**config.mk**
```make
export PLATFORM = sky130hd
export DESIGN_NAME = fifo_flow
export DESIGN_NICKNAME = d
export VERILOG_FILES = /design/src/rtl/fifo_flow.sv
export SDC_FILE = /design/constraint.sdc
export NUM_CORES = 1
export LEC_CHECK = 0
export CAP_MARGIN = 20
export CELL_PAD_IN_SITES_DETAIL_PLACEMENT = 1
export CELL_PAD_IN_SITES_GLOBAL_PLACEMENT = 1
export CORE_MARGIN = 5
export CORE_UTILIZATION = 43
export CTS_CLUSTER_DIAMETER = 60
export CTS_CLUSTER_SIZE = 14
export DETAILED_ROUTE_END_ITERATION = 8
export PLACE_DENSITY = 0.76
export SYNTH_ARGS = -nofsm -noshare
export SYNTH_HDL_FRONTEND = slang
export SYNTH_SLANG_ARGS = --single-unit
export TNS_END_PERCENT = 10
```
**constraint.sdc**
```tcl
create_clock -name clk -period 3 [get_ports clk]
set_clock_uncertainty 0.2 [all_clocks]
set_input_delay 0.45 -clock clk [delete_from_list [all_inputs] [get_ports clk]]
set_output_delay 0.45 -clock clk [all_outputs]
set_load 0.01 [all_outputs]
```
**src/rtl/fifo_flow.sv**
```systemverilog
// Synchronous first-word-fall-through FIFO with flush, occupancy flags and high-water mark.
// Define FIFO_FLOW_BYPASS_EN to let a word pass straight through an empty FIFO in the same cycle.
module fifo_flow #(
    parameter int unsigned WIDTH      = 8,
    parameter int unsigned LOGDEPTH   = 3,
    parameter int unsigned AFULL_LVL  = (2 ** LOGDEPTH) - 2,
    parameter int unsigned AEMPTY_LVL = 1
) (
    input  logic                clk,
    input  logic                reset_n,
    input  logic                flush,
    input  logic                enq_val,
    input  logic [WIDTH-1:0]    enq_data,
    output logic                enq_rdy,
    output logic                deq_val,
    output logic [WIDTH-1:0]    deq_data,
    input  logic                deq_rdy,
    output logic [LOGDEPTH:0]   count,
    output logic                almost_full,
    output logic                almost_empty,
    output logic [LOGDEPTH:0]   high_water
);

    localparam int unsigned        DEPTH    = 2 ** LOGDEPTH;
    localparam logic [LOGDEPTH:0]  DEPTH_C  = (LOGDEPTH + 1)'(DEPTH);
    localparam logic [LOGDEPTH:0]  AFULL_C  = (LOGDEPTH + 1)'(AFULL_LVL);
    localparam logic [LOGDEPTH:0]  AEMPTY_C = (LOGDEPTH + 1)'(AEMPTY_LVL);
    localparam logic [LOGDEPTH:0]  CNT_ONE  = (LOGDEPTH + 1)'(1);
    localparam logic [LOGDEPTH-1:0] PTR_ONE = LOGDEPTH'(1);

    logic [WIDTH-1:0]    r_mem [DEPTH];
    logic [LOGDEPTH-1:0] r_wr_ptr;
    logic [LOGDEPTH-1:0] r_rd_ptr;
    logic [LOGDEPTH:0]   r_count;
    logic [LOGDEPTH:0]   r_high_water;

    logic                w_enq_rdy;
    logic                w_stored_val;
    logic                w_store;
    logic                w_pop;
    logic [LOGDEPTH:0]   w_count_next;

    // Full blocks writes even if a dequeue fires in the same cycle.
    assign w_enq_rdy    = (r_count != DEPTH_C) & ~flush;
    assign w_stored_val = (r_count != '0) & ~flush;

`ifdef FIFO_FLOW_BYPASS_EN
    logic w_bypass;

    assign w_bypass = (r_count == '0) & enq_val & ~flush;
    assign deq_val  = w_stored_val | w_bypass;
    assign deq_data = w_bypass ? enq_data : r_mem[r_rd_ptr];
    // A bypassed word consumed this cycle never touches storage.
    assign w_store  = enq_val & w_enq_rdy & ~(w_bypass & deq_rdy);
    assign w_pop    = w_stored_val & deq_rdy;
`else
    assign deq_val  = w_stored_val;
    assign deq_data = r_mem[r_rd_ptr];
    assign w_store  = enq_val & w_enq_rdy;
    assign w_pop    = w_stored_val & deq_rdy;
`endif

    always_comb begin
        w_count_next = r_count;
        if (w_store && !w_pop) begin
            w_count_next = r_count + CNT_ONE;
        end else if (w_pop && !w_store) begin
            w_count_next = r_count - CNT_ONE;
        end
    end

    always_ff @(posedge clk or negedge reset_n) begin
        if (!reset_n) begin
            r_wr_ptr     <= '0;
            r_rd_ptr     <= '0;
            r_count      <= '0;
            r_high_water <= '0;
        end else if (flush) begin
            r_wr_ptr     <= '0;
            r_rd_ptr     <= '0;
            r_count      <= '0;
            r_high_water <= '0;
        end else begin
            if (w_store) begin
                r_wr_ptr <= r_wr_ptr + PTR_ONE;
            end
            if (w_pop) begin
                r_rd_ptr <= r_rd_ptr + PTR_ONE;
            end
            r_count <= w_count_next;
            if (w_count_next > r_high_water) begin
                r_high_water <= w_count_next;
            end
        end
    end

    // Storage is deliberately left uncleared by reset; pointers alone define validity.
    always_ff @(posedge clk) begin
        if (w_store) begin
            r_mem[r_wr_ptr] <= enq_data;
        end
    end

    assign enq_rdy      = w_enq_rdy;
    assign count        = r_count;
    assign high_water   = r_high_water;
    assign almost_full  = (r_count >= AFULL_C);
    assign almost_empty = (r_count <= AEMPTY_C);

endmodule

```
Word-level counts from Yosys, hierarchy flattened

Memories as Yosys holds them, arrays and structs flattened.
Cells that the tools add are included.

Add/subtract/negate cells: 4
$lt $le $gt $ge: 3
Equality and inequality tests: 1
Muxes and demuxes: 11
Bitwise logic cells: 5
Reductions and logical operators: 8

Operator list:

| operator            | count |
|---|---|
| $mux 4              | 5 |
| $mux 3              | 4 |
| $add 3x1->3 const B | 2 |
| $reduce_bool 2->1   | 3 |
| $add 4x1->4 const B | 1 |
| $and 1x1->1         | 4 |
| $ge 4x3->1 const B  | 1 |
| $gt 4x4->1          | 1 |
| $le 4x1->1 const B  | 1 |
| $ne 4x4->1 const B  | 1 |
| $reduce_bool 4->1   | 1 |
| $sub 4x1->4 const B | 1 |
| $logic_and 1x1->1   | 2 |
| $logic_not 1->1     | 2 |
| $mux 1              | 2 |
| $not 1->1           | 1 |

Register bits: 14
Bits in writable memories: 64
Input bits: 13
Output and inout port bits: 20
Memories kept: 1

Memories:

| name  | depth | width | rd ports | clocked after Yosys merged registers in | wr ports | line | text |
|---|---|---|---|---|---|---|---|
| r_mem | 8     | 8     | 1        | 0                                       | 1        | 31   | `logic [WIDTH-1:0] r_mem [DEPTH];` |

Logic depth before layout (Yosys ltp)

Depth after elaboration: 10
Gate-level depth with buffers: 12

Worst setup path after synthesis

OpenSTA, ideal clock, no wires.

Path kind: register to register
Start: reg r_count[0] (netlist: count[0])
End: reg r_high_water[1] (netlist: high_water[1])
Arrival: 2.916 ns
Data required time: 2.679 ns
Path slack: -0.237 ns
Stages on the path, launching flop included: 12
Buffers on the path: 0
Clock period less this slack: 3.237 ns
Cells stage by stage: dfrtp_1 inv_1 ha_1 or3b_4 a2111oi_4 a22oi_2 xnor2_1 ha_1 and4_1 a21oi_1 nor2_1 a22o_1

Cells in the longest elaborated chain, start to end: 9
Elaborated cells between the ends (all ways): 18

Ends and longest elaborated chain:

| what                                                         | line | text |
|---|---|---|
| start: declaration                                           | 34   | `logic [LOGDEPTH:0] r_count;` |
| start signal: assignment                                     | 90   | `r_count <= w_count_next;` |
| $ne 4x4->1                                                   | 44   | `assign w_enq_rdy = (r_count != DEPTH_C) & ~flush;` |
| $and 1x1->1                                                  | 44   |  |
| $and 1x1->1                                                  | 59   | `assign w_store = enq_val & w_enq_rdy;` |
| $logic_not 1->1                                              | 67   | `end else if (w_pop && !w_store) begin` |
| $logic_and 1x1->1                                            | 67   |  |
| $mux 4                                                       | 67   |  |
| $mux 4 *                                                     | 65   | `if (w_store && !w_pop) begin` |
| $gt 4x4->1 or $mux 4 (tied branches)                         | 91   | `if (w_count_next > r_high_water) begin` |
| $reduce_bool 2->1 (no source line) or $mux 4 (tied branches) | n/a  |  |
| end signal: assignment                                       | 92   | `r_high_water <= w_count_next;` |
| end: declaration                                             | 35   | `logic [LOGDEPTH:0] r_high_water;` |

Mark *: on every way between the ends. The rest lies on a longest branch, timed or not. The select of a mux whose other input is x is not followed.
A chain may end at the register's enable or synchronous reset.

Worst setup path after layout

Start: reg r_count[1] (netlist: count[1])
End: reg r_high_water[2] (netlist: high_water[2])

Same word-level chain as after synthesis.

==> impl_metrics.json <==
{
  "power.density_mw_per_mm2": 595.6,
  "post-route-period-util_pct": 103.1,
  "drt_iter0_markers": 69,
  "whs_ns": 0.3404,
  "utilization_pct": 55.73,
  "synthArstFlopShare_pct": 17.95,
  "fillers": 720,
  "holdBufCountCts": 0,
  "grt_usage_pct": 16.20,
  "vias_per_cell": 5.359,
  "arrival_ns": 3.12,
  "die-area_mm2": 0.009616,
  "dp_hpwl_um": 4870,
  "grt_pass1_wl_um": 11940,
  "rsz0062_at_grt": "yes",
  "syn_nets": 215,
  "hold_viol": 0,
  "violations": "negative setup slack",
  "start_util_pct": 43.60,
  "clk_pin_slew_worst_paths_ns": 0.07,
  "syn-instance-count": 192,
  "vias": 1972,
  "wirelength_um": 7219,
  "antenna_cells": 0,
  "die_w_um": 98.06,
  "clock_sinks": 78,
  "r2r_start": "count[1]",
  "start_kind": "register",
  "antenna_left": 0,
  "clkPwrFrac_pct": 29.0,
  "dr.pass1.iters": 4,
  "gp_congestion": 0.7777,
  "antenna_found_initial": 0,
  "grt_pass1_vias": 2248,
  "cts_tree": "built",
  "synth_edf_count": 64,
  "nNetsFinal": 284,
  "die_y_um": 98.06,
  "setup-tns-final_ns": -0.2883,
  "io-pin-count": 33,
  "rows": 32,
  "synth.area.top_cells": "edfxtp_1 58%, mux4_2 11%, dfrtp_1 11%, ha_1 3.8%, mux2_2 2.7%",
  "period_needed_ns": 3.092,
  "pre_cts_slack_ns": -0.1220,
  "outcome": "finished, violations left",
  "hold_class": "reg2reg",
  "slew-limit-headroom_pct": 50.41,
  "ys.flop_type": "edfxtp_1",
  "endpoint_kind": "register",
  "yosys-top-cells-count": "64 x edfxtp_1, 16 x mux4_2, 14 x dfrtp_1, 12 x nor2_1, 10 x ha_1",
  "setup_viol": 4,
  "clock.fmax_mhz": 323.5,
  "synth_area_mm2": 0.003334,
  "crit_required_ns": 3.03,
  "worst_pin_slew_ns": 0.7416,
  "post-synth-top-area-cell": "edfxtp_1",
  "portBuffers": 32,
  "worst_slack_ns": -0.09161,
  "max_cap_violations": 0,
  "ys_types": 35,
  "synth.top_cell.area_share_pct": 57.64,
  "drc": 0,
  "fp.coreArea_mm2": 0.007647,
  "drv_slew": 0,
  "drive_gt1_share_pct": 33.46,
  "pwr-share-comb_pct": 22.3,
  "syn_area_per_cell_um2": 17.37,
  "path_max_fanout": 5,
  "grt.overflow.total": 0,
  "drt-wirelength-per-cell_um": 19.62,
  "peakVddDrop_uv": 300.5,
  "power_switching_uw": 639.1,
  "startpoint": "count[1]",
  "cts_buffer_depth": 2,
  "path_class": "reg2reg",
  "cts_made_buffers": 9,
  "ctsHtreeMaxLevel": 3,
  "area_growth_pct": 27.80,
  "ys_seq_elements": 78,
  "p_leak_nw": 1.519,
  "synth_seq_area_share_pct": 68.14,
  "synth_most_common_cell": "edfxtp_1",
  "min_from": "high_water[0]",
  "p_int_mw": 1.899,
  "p_sw_share_pct": 25.18,
  "pwr-share-seq_pct": 48.7,
  "root_buffer": "clkbuf_8",
  "ys.warnings.count": 0,
  "grt_max_degree": 16,
  "clk_latency_ns": 0.34
}
[registers in the layout, summed over array words and instances (netlist names)]
| name | cells |
|---|---|
| count | 4 |
| high_water | 4 |
| r_mem | 64 |
| r_rd_ptr | 3 |
| r_wr_ptr | 3 |
[critical path, cell delays in order, from the launching register on]
cell       delay [ns]
dfrtp_2          0.42
inv_2            0.09
ha_4             0.13
or3b_4           0.40
a2111oi_4        0.30
buf_4            0.21
a22oi_2          0.10
xnor2_2          0.16
ha_1             0.34
and4_1           0.18
a21oi_2          0.16
nor2_2           0.08
a22o_1           0.21
[per-layer routing]
| layer | global-route usage (%) | vias up | share of wire [%] |
|---|---|---|---|
| li1 | - | 892 | - |
| met1 | 20.79 | 1017 | 44 |
| met2 | 26.75 | 49 | 50 |
| met3 | 3.643 | 14 | 3.4 |
| met4 | 6.496 | 0 | 2.4 |
| met5 | 0 | - | 0 |
[stage by stage]
stage          std cells  total power [mW]  area, um2
3_3_place_gp         349             1.782       4033
3_5_place_dp         349             1.802       4033
4_1_cts              368             2.563       4242
6_report             368             2.538       4262
5_1_grt              368             2.663       4262
2_1_floorplan        192             1.559       3367
[placed cells by master (no fill, tap or decap), types with 6 or more instances in the layout]
master / synthesis / final
mux2_2: 8 / 8
nor2_1: 12 / 10
buf_4: 0 / 30
edfxtp_1: 64 / 64
mux4_2: 16 / 16
clkbuf_8: 0 / 9
dfrtp_1: 14 / 12
clkdlybuf4s50_1: 0 / 32
ha_1: 10 / 9
nor3_1: 6 / 6
nand3_1: 7 / 7
[area by class of cell]
cell class | instances | area, um2 | area share [%]
sequential | 78 | 2275 | 53.38
multi-input combinational | 101 | 1066 | 25.01
timing repair buffer | 64 | 585.6 | 13.74
clock buffer | 11 | 131.4 | 3.083
tap | 102 | 127.6 | 2.995
clock inverter | 5 | 50.05 | 1.174
inverter | 7 | 26.28 | 0.6166
[power by group through the flow]
stage	combinational, mW	sequential [mW]	clock, mW
floorplan	0.295	1.26	0
global placement	0.525	1.26	0
detailed placement	0.543	1.26	0
CTS	0.569	1.24	0.758
global route	0.614	1.24	0.808
finish	0.565	1.24	0.737
[repair_timing]
action                     4_1_cts  5_1_grt
pin swaps                        4        2
setup endpoints to repair        4        4
gates resized for setup          2        3
buffers inserted                 3        0
[path summary, 6_finish.rpt]
| kind | end | slack (ns) | cells past startpoint |
|---|---|---|---|
| max in group asynchronous | count[0] | 1.74 | 1 |
| min reg2reg | high_water[0] | 0.34 | 1 |
| min in group asynchronous | high_water[0] | 0.35 | 1 |
| max | high_water[2] | -0.09 | 12 |
| min | high_water[0] | 0.34 | 1 |
| max reg2reg | high_water[2] | -0.09 | 12 |
[cell families after synthesis]
logic type | Yosys count | synth area share (%)
buffers and inverters | 13 | 1.538
AND/OR/NAND/NOR | 46 | 7.280
flip-flops | 78 | 68.14
adder cells (fa/ha/maj) | 10 | 3.752
AO/OA/AOI/OAI | 16 | 4.466
XOR/XNOR | 5 | 1.314
multiplexers | 24 | 13.51
(Power assumes the default switching activity.)
==> patch (same flow settings) <==
Add a define of `FIFO_FLOW_BYPASS_EN`.
--- a/src/rtl/fifo_flow.sv
+++ b/src/rtl/fifo_flow.sv
@@ -1,5 +1,7 @@
 // Synchronous first-word-fall-through FIFO with flush, occupancy flags and high-water mark.
 // Define FIFO_FLOW_BYPASS_EN to let a word pass straight through an empty FIFO in the same cycle.
+`define FIFO_FLOW_BYPASS_EN
+
 module fifo_flow #(
     parameter int unsigned WIDTH      = 8,
     parameter int unsigned LOGDEPTH   = 3,
Behaviour: not the same (a bounded check fails within 4 cycles, from zero or initial values and one cycle with reset_n low).
==> patch against the unedited design <==
  * First-iteration DRC count up 110%
  * Sequential cell count unchanged
  * Area after synthesis up 5.2%
  * Combinational power up 21%
  * Critical path depth down 1
  * Non-clock buffer count up 2
  * Total power up 6.9%
  * Count of clock-buffer cells in the layout down 2
  * Worst setup slack better by 170 ps
  * Core utilization down 1.1 points
  * Final area up 3.7%
  * Wire length up 12%
  * Critical path type is now input port to flip-flop
  * Largest power group unchanged
  * Highest routed layer unchanged
==> patch: results <==
[outcome]
status = "complete, no violations"

[route]
drt_iter0_drc = 143
vias_per_cell = 5.355
drt-total-wl_um = 8114

[setup_path]
r2r_end = "high_water[3]"
arrival_ps = 2980
cp-end-kind = "flip-flop"
r2r-start = "count[0]"
crit_fanout = 7
startpoint = "flush"
ff2ff_setup_slack_ps = 90

[layout]
nNetsFinal = 319
drive_gt1_frac = 0.2757
antennaDiodeCount = 0

[pwr]
p_leak_uw = 0.001580
p_switching_uw = 766.8
ir_worst_vdd_v = 0.0003085

[timing]
worst_pin_slew_ps = 662.8
setup_tns_ps = 0

[hold_path]
hp-class = "input port to async pin"

[cts]
clkSlewWorstSetupHoldPaths_ps = 90
postCtsSetupBuffers = 0
cts_made_buffers = 9

[logic_synthesis]
seq_area_frac_synth = 0.6476
synth_common_cells = "edfxtp_1 (64), nor2_1 (29), mux4_2 (16)"
synth_edf_count = 64
syn_nets = 252
ys_types = 40
synth_area_leaders = "edfxtp_1 (55%), mux4_2 (10%), dfrtp_1 (10%)"

[grt]
track_usage = 0.1733
grt_pass1_wl_um = 12910
grt_max_degree = 19
grt_pass1_vias = 2314

[placed_design]
gp_congestion = 0.7761
dpl.hpwl_um = 5770
## patch: power by group through the flow
stage / clock network (µW) / registers, µW / logic [µW]
5_1_grt: 875 / 1230 / 746
3_5_place_dp: 0 / 1250 / 654
3_3_place_gp: 0 / 1250 / 630
6_report: 800 / 1230 / 684
4_1_cts: 813 / 1230 / 672
2_1_floorplan: 0 / 1260 / 371
## patch: logic make-up (layout without fill, tap and decap cells)
| logic type | after synthesis | in the layout | share of synthesized area |
|---|---|---|---|
| simple gates | 61 | 61 | 0.09094 |
| fa+ha+maj | 10 | 10 | 0.03566 |
| flops | 78 | 78 | 0.6476 |
| xor+xnor | 4 | 4 | 0.009988 |
| mux | 28 | 28 | 0.1384 |
| buf+inv | 18 | 90 | 0.02354 |
| compound gates | 30 | 30 | 0.05385 |
## patch: worst min-delay path by stage
| stage | start | end | depth (start not counted) |
|---|---|---|---|
| finish | reset_n | r_rd_ptr[1] | 1 |
| detailed placement | high_water[2] | high_water[2] | 2 |
| global placement | high_water[2] | high_water[2] | 2 |
| global route | reset_n | r_rd_ptr[1] | 1 |
| CTS | reset_n | high_water[0] | 1 |
| floorplan | reset_n | count[0] | 0 |
## patch: what timing repair did
item | in CTS | in global routing
pin swaps | 1 | 7
setup endpoints to repair | 12 | 10
gates cloned | 0 | 0
resized for setup | 12 | 9
## patch: layer usage
layer  track usage  vias up  part of all wire
met5             0        -                 0
met4       0.06218        0             0.011
met3       0.02919        8             0.037
met2        0.2834       46              0.52
met1        0.2342     1119              0.43
li1              -     1001                 -
## patch: critical path, cell delays in order
cell,delay (ps)
clkdlybuf4s50_1,480
or3b_4,450
nor2_2,140
o21bai_1,70
mux2_4,270
inv_1,60
ha_1,230
nor2b_2,160
o211ai_1,270
a21oi_4,140
a311oi_2,270
## patch: area by class of cell
type / count / area, µm²
flip-flops and latches: 78 / 2272
well taps: 105 / 131.4
repair buffers: 66 / 569.3
multi-input cells: 133 / 1212
clock buffers: 9 / 123.9
inverters: 8 / 30.03
fillers: 823 / 3674
clock inverters: 7 / 80.08
## patch: through the flow
step           cells  hold slack, ps  power (µW)  setup WS, ps  area, µm²
2_1_floorplan    229          -45.59        1629        -2.253       3512
3_3_place_gp     390           335.2        1879        -125.1       4167
3_5_place_dp     390           358.0        1904        -311.3       4167
4_1_cts          406           322.4        2713         2.826       4392
5_1_grt          406           347.5        2854        -57.94       4419
6_report         406           302.1        2712         79.00       4419
